File: config.mk
export PLATFORM = sky130hd
export DESIGN_NAME = conv_window_buffer
export DESIGN_NICKNAME = d
export VERILOG_FILES = /design/src/rtl/conv_window_buffer.sv
export SDC_FILE = /design/constraint.sdc
export NUM_CORES = 1
export LEC_CHECK = 0
export BUFFER_PORTS_ARGS = -buffer_cell sky130_fd_sc_hd__buf_2
export CORE_MARGIN = 5
export CORE_UTILIZATION = 56
export DETAILED_ROUTE_END_ITERATION = 8
export HOLD_SLACK_MARGIN = 0.05
export PLACE_DENSITY = 0.79
export SYNTH_ARGS = -nofsm -noshare
export SYNTH_HDL_FRONTEND = slang
export SYNTH_SLANG_ARGS = --single-unit
File: constraint.sdc
create_clock -name clk -period 4.6 [get_ports clk]
set_input_delay 0 -clock clk [delete_from_list [all_inputs] [get_ports clk]]
set_output_delay 0 -clock clk [all_outputs]
set_load 0.01 [all_outputs]
File: src/rtl/conv_window_buffer.sv
// Double-buffered convolution window store: one bank is filled tap by tap while the other
// is presented to the MAC array through a valid/ready handshake.
module conv_window_buffer #(
  parameter int unsigned DATA_W = 8,
  parameter int unsigned K      = 3,
  parameter int unsigned CNT_W  = 15
) (
  input  logic                      clk,
  input  logic                      reset,
  input  logic                      wr_valid_i,
  output logic                      wr_ready_o,
  input  logic [DATA_W-1:0]         wr_data_i,
  input  logic                      flush_i,
  input  logic [CNT_W-1:0]          pos_row_i,
  input  logic [CNT_W-1:0]          pos_col_i,
  input  logic                      zero_row_i,
  input  logic                      final_row_i,
  input  logic                      zero_col_i,
  input  logic                      final_col_i,
  output logic                      out_valid_o,
  input  logic                      out_ready_i,
  output logic [K*K*DATA_W-1:0]     out_window_o,
  output logic [CNT_W-1:0]          out_row_o,
  output logic [CNT_W-1:0]          out_col_o,
  output logic [3:0]                out_flags_o,
  output logic [1:0]                occupancy_o,
  output logic                      err_overflow_o
);

  localparam int unsigned NT = K * K;
  localparam int unsigned FW = (NT > 1) ? $clog2(NT) : 1;
  localparam logic [FW-1:0] LastIdx   = FW'(NT - 1);
  localparam logic [FW-1:0] CenterIdx = FW'((NT - 1) / 2);

  logic [DATA_W-1:0] tap_q   [2][NT];
  logic [CNT_W-1:0]  row_q   [2];
  logic [CNT_W-1:0]  col_q   [2];
  logic [3:0]        flags_q [2];

  logic [1:0]    full_q, full_d;
  logic          wr_bank_q, wr_bank_d;
  logic          rd_bank_q, rd_bank_d;
  logic [FW-1:0] fidx_q, fidx_d;
  logic          err_q, err_d;

  logic accept, pop;

  // wr_ready is taken from the pre-pop state, so a bank freed this cycle cannot be refilled
  // until the next one.
  assign wr_ready_o = ~full_q[wr_bank_q];
  assign accept     = wr_valid_i & wr_ready_o & ~flush_i;
  assign pop        = full_q[rd_bank_q] & out_ready_i;

  always_comb begin
    full_d    = full_q;
    wr_bank_d = wr_bank_q;
    rd_bank_d = rd_bank_q;
    fidx_d    = fidx_q;
    err_d     = err_q;
    if (pop) begin
      full_d[rd_bank_q] = 1'b0;
      rd_bank_d         = ~rd_bank_q;
    end
    if (flush_i) begin
      fidx_d = '0;
    end else if (accept) begin
      if (fidx_q == LastIdx) begin
        fidx_d            = '0;
        wr_bank_d         = ~wr_bank_q;
        full_d[wr_bank_q] = 1'b1;
      end else begin
        fidx_d = fidx_q + 1'b1;
      end
    end
    if (wr_valid_i && !wr_ready_o && !flush_i) begin
      err_d = 1'b1;
    end
  end

  always_ff @(posedge clk) begin
    if (reset) begin
      full_q    <= '0;
      wr_bank_q <= 1'b0;
      rd_bank_q <= 1'b0;
      fidx_q    <= '0;
      err_q     <= 1'b0;
    end else begin
      full_q    <= full_d;
      wr_bank_q <= wr_bank_d;
      rd_bank_q <= rd_bank_d;
      fidx_q    <= fidx_d;
      err_q     <= err_d;
    end
  end

  always_ff @(posedge clk) begin
    if (reset) begin
      for (int b = 0; b < 2; b++) begin
        for (int t = 0; t < int'(NT); t++) begin
          tap_q[b][t] <= '0;
        end
        row_q[b]   <= '0;
        col_q[b]   <= '0;
        flags_q[b] <= '0;
      end
    end else if (accept) begin
      tap_q[wr_bank_q][fidx_q] <= wr_data_i;
      // Tag follows the centre tap; for K = 1 this is also the completing tap.
      if (fidx_q == CenterIdx) begin
        row_q[wr_bank_q]   <= pos_row_i;
        col_q[wr_bank_q]   <= pos_col_i;
        flags_q[wr_bank_q] <= {zero_row_i, final_row_i, zero_col_i, final_col_i};
      end
    end
  end

  always_comb begin
    out_window_o = '0;
    for (int unsigned i = 0; i < NT; i++) begin
      out_window_o[(NT-1-i)*DATA_W +: DATA_W] = tap_q[rd_bank_q][i];
    end
  end

  assign out_valid_o    = full_q[rd_bank_q];
  assign out_row_o      = row_q[rd_bank_q];
  assign out_col_o      = col_q[rd_bank_q];
  assign out_flags_o    = flags_q[rd_bank_q];
  assign occupancy_o    = {1'b0, full_q[0]} + {1'b0, full_q[1]};
  assign err_overflow_o = err_q;

endmodule
Word-level counts from Yosys, hierarchy flattened
Memory sizes are Yosys's and may differ from the RTL's. A register that Yosys moved wholly into a read port is not among the register bits.
Cells that the tools add are included.
{"block": "op_classes", "add_sub_neg": 2, "n_lt_le_gt_ge": 6, "n_eq_ne": 2, "n_mux": 44, "bitwise_logic": 11, "n_reduce_logical": 12}
{"operator": "two-way mux 72 bit", "count": 3}
{"operator": "OR reduction 72 bit", "count": 1}
{"operator": "demux 8 bit (select 4 bit)", "count": 1}
{"operator": "two-way mux 15 bit", "count": 2}
{"operator": "OR reduction 15 bit", "count": 2}
{"operator": "two-way mux 1 bit", "count": 29}
{"operator": "two-way mux 2 bit", "count": 4}
{"operator": "two-way mux 4 bit", "count": 2}
{"operator": "two-way mux 8 bit", "count": 1}
{"operator": ">= comparator 5 bit, second input constant", "count": 1}
{"operator": "logical AND 1 bit", "count": 5}
{"operator": "less-than comparator 5 x 1 -> 1 bit, second input constant", "count": 1}
{"operator": "NOT 4 -> 5 bit", "count": 1}
{"operator": "adder 4 x 1 -> 4 bit, second input constant", "count": 1}
{"operator": "equality test 4 x 3 -> 1 bit, second input constant", "count": 1}
{"operator": "equality test 4 bit, second input constant", "count": 1}
{"operator": "less-than comparator 1 x 2 -> 1 bit, second input constant", "count": 2}
{"operator": "NOT 1 bit", "count": 4}
{"operator": "OR reduction 4 bit", "count": 1}
{"operator": "bitwise AND 1 bit", "count": 3}
{"operator": "AND reduction 3 bit", "count": 1}
{"operator": "adder 1 x 1 -> 2 bit", "count": 1}
{"operator": "bitwise AND 2 bit", "count": 1}
{"operator": "demux 1 bit (select 1 bit)", "count": 2}
{"operator": "5 further kinds", "count": 6}
{"block": "totals", "regBits": 9, "mem_bits_rw": 212, "elab_cells": 86, "n_memories": 4}
{"name": "tap_q", "words": 2, "word_bits": 72, "rd": 1, "rd_clocked_by_memory_dff": 1, "write_ports": 2, "line_no": "35", "text": "logic [DATA_W-1:0] tap_q [2][NT];"}
{"name": "col_q", "words": 2, "word_bits": 15, "rd": 1, "rd_clocked_by_memory_dff": 1, "write_ports": 2, "line_no": "37", "text": "logic [CNT_W-1:0] col_q [2];"}
{"name": "row_q", "words": 2, "word_bits": 15, "rd": 1, "rd_clocked_by_memory_dff": 1, "write_ports": 2, "line_no": "36", "text": "logic [CNT_W-1:0] row_q [2];"}
{"name": "flags_q", "words": 2, "word_bits": 4, "rd": 1, "rd_clocked_by_memory_dff": 1, "write_ports": 2, "line_no": "38", "text": "logic [3:0] flags_q [2];"}

Longest topological paths before layout
{"block": "logic_depth", "depth_word": 11, "depth_mapped": 6, "depth_no_buf": 5}

Worst setup path before layout
Ideal clock, no wire load.
{"block": "synth_timing", "path_kind": "register to register", "start": "reg wr_bank_q", "end": "mem col_q[1][0] (enable)", "setup_ps": 473, "t_arrival_ps": 3621, "slack_ps": 506, "path_stages_with_launch": 6, "path_buffers": 1, "synth_period_minus_slack_ps": 4094, "cell_sequence": "dfxtp_1 mux2_4 buf_6 inv_2 nand3_4 o21ai_0"}
{"item": "start: declaration", "line_no": "41", "text": "logic wr_bank_q, wr_bank_d;"}
{"item": "start signal: assignment", "line_no": "89", "text": "wr_bank_q <= wr_bank_d;"}
{"item": "end: declaration", "line_no": "37"}

==> impl_metrics.csv <==
group,metric,value,unit
logic_synthesis,synth_enable_flop_cells,212,
routing,met2_length,11.3,mm
global_route,overflow,0,
final_layout,fraction_of_final_layout_cells_with_drive_strength_greater_than_1,38.2,%
pwr,power.static_leakage,4.52,nW
logic_synthesis,syn_inst,625,
global_route,grt_antenna_before_repair,0,
global_route,grt_pass1_vias,6080,
run_status,outcome,"complete, no violations",
timing,slew-limit-headroom,21.2,%
timing,rsz0062_at_grt,"no",
pwr,cellPowerDensity,366,nW/µm²
clock_network,numCtsBuffers,22,
clock_network,cts_tree,"built",
clock_network,htreeDepth,1,
final_layout,nNetsFinal,876,
worst_setup_path,critical_path.reg2reg.endpoint,"tap_q[0][68]",
worst_setup_path,worst_setup_ep_type,"flip-flop",
worst_setup_path,worst_reg_to_reg_path_cell_count,4,
routing,remaining_drc_errors,0,
place,postPlaceCellArea,10600,µm²
timing,fin_ws,1360,ps
worst_setup_path,worst_setup_path_start_kind,"flip-flop",
logic_synthesis,syn_area_per_cell,15.3,µm²
worst_setup_path,cpPeakStageDelay,1110,ps
routing,highest_signal_layer,"met4",
final_layout,multi_input_comb_area,2790,µm²
worst_setup_path,reg2reg_setup_slack,1360,ps
global_route,grt_util_all_layers,22.6,%
logic_synthesis,synth.ff_latch_count,222,
timing,final-setup-viol-count,0,
logic_synthesis,dominantRegCellSynth,"sky130_fd_sc_hd__edfxtp_1",
worst_setup_path,worst_path_max_delay_cell,"sky130_fd_sc_hd__o21ai_0",
logic_synthesis,sequential_area_share_after_synthesis,68.8,%
timing,setup_total_negative_slack,0,ps
final_layout,final_util,70.4,%
logic_synthesis,area_of_the_mapped_netlist,9550,µm²
final_layout,antenna_cells,0,
timing,post-route-min-period,3240,ps
clock_network,cts.clk_slew.worst_paths,60,ps
place,port_buffers,157,
hold_path,hold_path_class,"input pin to flip-flop",
worst_setup_path,worst-path-max-fanout,44,
floorplanning,initial_cell_density_of_the_core,57.4,%
routing,routedLengthMet1,8.67,mm
final_layout,final_cell_area,11700,µm²
place,place.detailed.hpwl,14.3,mm
floorplanning,die_height,141,µm
routing,dr.first_iter.drc_count,550,
pwr,report.power.total,4.29,mW
worst_setup_path,required_arrival_time_at_the_worst_endpoint,4710,ps
worst_setup_path,critPathArrivalTime,3350,ps
routing,met3WireLength,2.11,mm
routing,drt_via_density,5.58,
global_route,largest_net_degree_at_the_start_of_global_routing,78,
hold_path,min-delay-start,"wr_valid_i",
timing,final.period_utilization,70.5,%
routing,routed_wire_length_per_instance,21.4,µm
clock_network,clock_tree.buffer_depth,3,
floorplanning,fp.dieArea,19800,µm²
timing,final-hold-violation-count,0,
clock_network,cts-resized-gates,0,
floorplanning,fp-row-count,47,
logic_synthesis,post-synth-top-area-cell,"sky130_fd_sc_hd__edfxtp_1",
final_layout,ff_latch_area,6570,µm²
clock_network,clkLatencyLatePin,500,ps
worst_setup_path,timing_worst_setup_path_type,"flip-flop to flip-flop",
floorplanning,ios,158,
logic_synthesis,synth.top_cell.area_share,66.7,%
logic_synthesis,synthesis.nets,677,
job,drv.max_cap_violation_count,0,
worst_setup_path,cp_cell_sequence,"mux2_4, inv_2, nand4_4, o21ai_0",
hold_path,min_delay_worst_endpoint,"fidx_q[1]",
routing,vias,5920,
logic_synthesis,ys_top_cells_by_area,"sky130_fd_sc_hd__edfxtp_1 (67%), sky130_fd_sc_hd__mux2_2 (13%), sky130_fd_sc_hd__and2_1 (5.5%), sky130_fd_sc_hd__nor3_1 (3.8%), sky130_fd_sc_hd__dfxtp_1 (2.1%)",
logic_synthesis,synth_warnings,0,
timing,max_clock_freq,0.309,GHz
clock_network,clkSinkCount,222,
timing,worst_pin_slew,1180,ps
logic_synthesis,async_sr_flop_fraction,0,%
global_route,grt_pass1_wl,34.8,mm
routing,totalWireLength,22.6,mm
floorplanning,dieWidth,141,µm
worst_setup_path,rr_startpoint,"wr_bank_q",
final_layout,fillCellCount,1044,
place,place.gp.congestion,0.847,
hold_path,hold_depth,4,
routing,first_pass_iteration_count_of_the_detailed_router,5,
routing,drtAntennaViolNets,0,
timing,finalMaxSlewViolations,0,
logic_synthesis,synthDistinctLibCells,38,
place,dpl_worst_slack,1440,ps
pwr,irDropWorstVdd,0.373,mV
floorplanning,core_area,16600,µm²
final_layout,areaGrowthSynthToFinish,22.7,%
clock_network,cts.root.buffer_cell,"sky130_fd_sc_hd__clkbuf_16",
timing,timing.clock.skew,7.30,ps
[sequential cells by signal, summed over array words and instances, names as in the netlist, named ones only]
| name | count |
|---|---|
| tap_q | 144 |
| col_q | 30 |
| row_q | 30 |
| flags_q | 8 |
| fidx_q | 4 |
| full_q | 2 |
| err_overflow_o | 1 |
| rd_bank_q | 1 |
| wr_bank_q | 1 |
[how the worst max path moves through the flow]
stage | startpoint | end | slack (ps) | cells after the start
floorplan | wr_bank_q | col_q[1][0] | 510 | 5
global placement | wr_bank_q | tap_q[0][67] | 1670 | 4
detailed placement | wr_bank_q | tap_q[0][69] | 1440 | 4
CTS | wr_bank_q | tap_q[0][65] | 1410 | 4
global route | wr_bank_q | tap_q[0][65] | 1230 | 4
finish | wr_bank_q | tap_q[0][68] | 1360 | 4
[power breakdown]
group / total [mW] / internal, mW / switching, mW / leakage, nW
registers: 2.31 / 2.29 / 0.0218 / 2.27
logic: 0.249 / 0.0997 / 0.150 / 1.90
clock network: 1.74 / 1.04 / 0.697 / 0.346
[critical path, delay by kind of cell, from the launching register on]
kind / cells / cell delay, ps
AOI/OAI and AO/OA: 1 / 1110
buffers and inverters: 1 / 190
DFF: 1 / 590
muxes: 1 / 450
and+or+nand+nor: 1 / 510
[Yosys cell counts (all sizes together) (2+ instances only)]
cell type,n
edfxtp,212
mux2,109
and2,84
nor3,73
clkbuf,23
buf,16
o21ai,14
dfxtp,10
a21o,9
clkinv,8
a21oi,7
nand2b,7
inv,6
nand2,6
nor4,6
ha,5
nor2,4
nand3,3
nand4,3
or4,3
a311oi,2
nand4b,2
nor2b,2
o31ai,2
or2,2
or3b,2
[stage by stage]
step	instances	hold WS, ps
floorplan	625	123
global route	1060	120
global placement	974	269
CTS	1060	93.4
finish	1060	108
detailed placement	974	291
[cells in the final DEF (no fill, tap or decap), types with 3 or more instances in the layout]
cell type / n
sky130_fd_sc_hd__mux2_2: 108
sky130_fd_sc_hd__edfxtp_1: 212
sky130_fd_sc_hd__clkinv_1: 13
sky130_fd_sc_hd__or4_1: 3
sky130_fd_sc_hd__nor2_1: 4
sky130_fd_sc_hd__and2_1: 84
sky130_fd_sc_hd__dfxtp_1: 9
sky130_fd_sc_hd__clkinv_2: 3
sky130_fd_sc_hd__inv_1: 5
sky130_fd_sc_hd__a21o_1: 9
sky130_fd_sc_hd__a21oi_1: 7
sky130_fd_sc_hd__nor3_1: 73
sky130_fd_sc_hd__dlygate4sd3_1: 46
sky130_fd_sc_hd__nand2_1: 6
sky130_fd_sc_hd__clkbuf_1: 6
sky130_fd_sc_hd__buf_4: 11
sky130_fd_sc_hd__o21ai_0: 12
sky130_fd_sc_hd__nand2b_1: 7
sky130_fd_sc_hd__nor4_4: 4
sky130_fd_sc_hd__clkbuf_16: 23
sky130_fd_sc_hd__buf_2: 157
sky130_fd_sc_hd__ha_1: 5
[timing repair]
action,4_1_cts,5_1_grt
buffers inserted,0,0
endpoints found under the hold margin,94,0
hold buffers,46,0
[area by class of cell]
| cell class | count | area share, % |
|---|---|---|
| Timing Repair Buffer | 214 | 11.3 |
| Clock inverter | 10 | 0.801 |
| Clock buffer | 30 | 5.22 |
| Inverter | 14 | 0.448 |
| Tap cell | 220 | 2.35 |
| Multi-Input combinational cell | 350 | 23.8 |
| Sequential cell | 222 | 56.1 |
[cell families (layout without fill, tap and decap cells)]
logic type,Yosys count,after routing,share of synthesized area (%)
AOI/OAI and AO/OA,36,36,2.32
DFF,222,222,68.8
and+or+nand+nor,200,200,13.1
muxes,109,109,12.9
adders and majority gates,5,5,0.655
buffers and inverters,53,268,2.31
[routing by layer]
layer,global-route usage (%),vias to the layer above
met5,0,-
met4,5.56,0
met3,4.74,52
met2,39.1,283
met1,29.5,2852
li1,-,2733
Power figures use the tool's default switching activity.
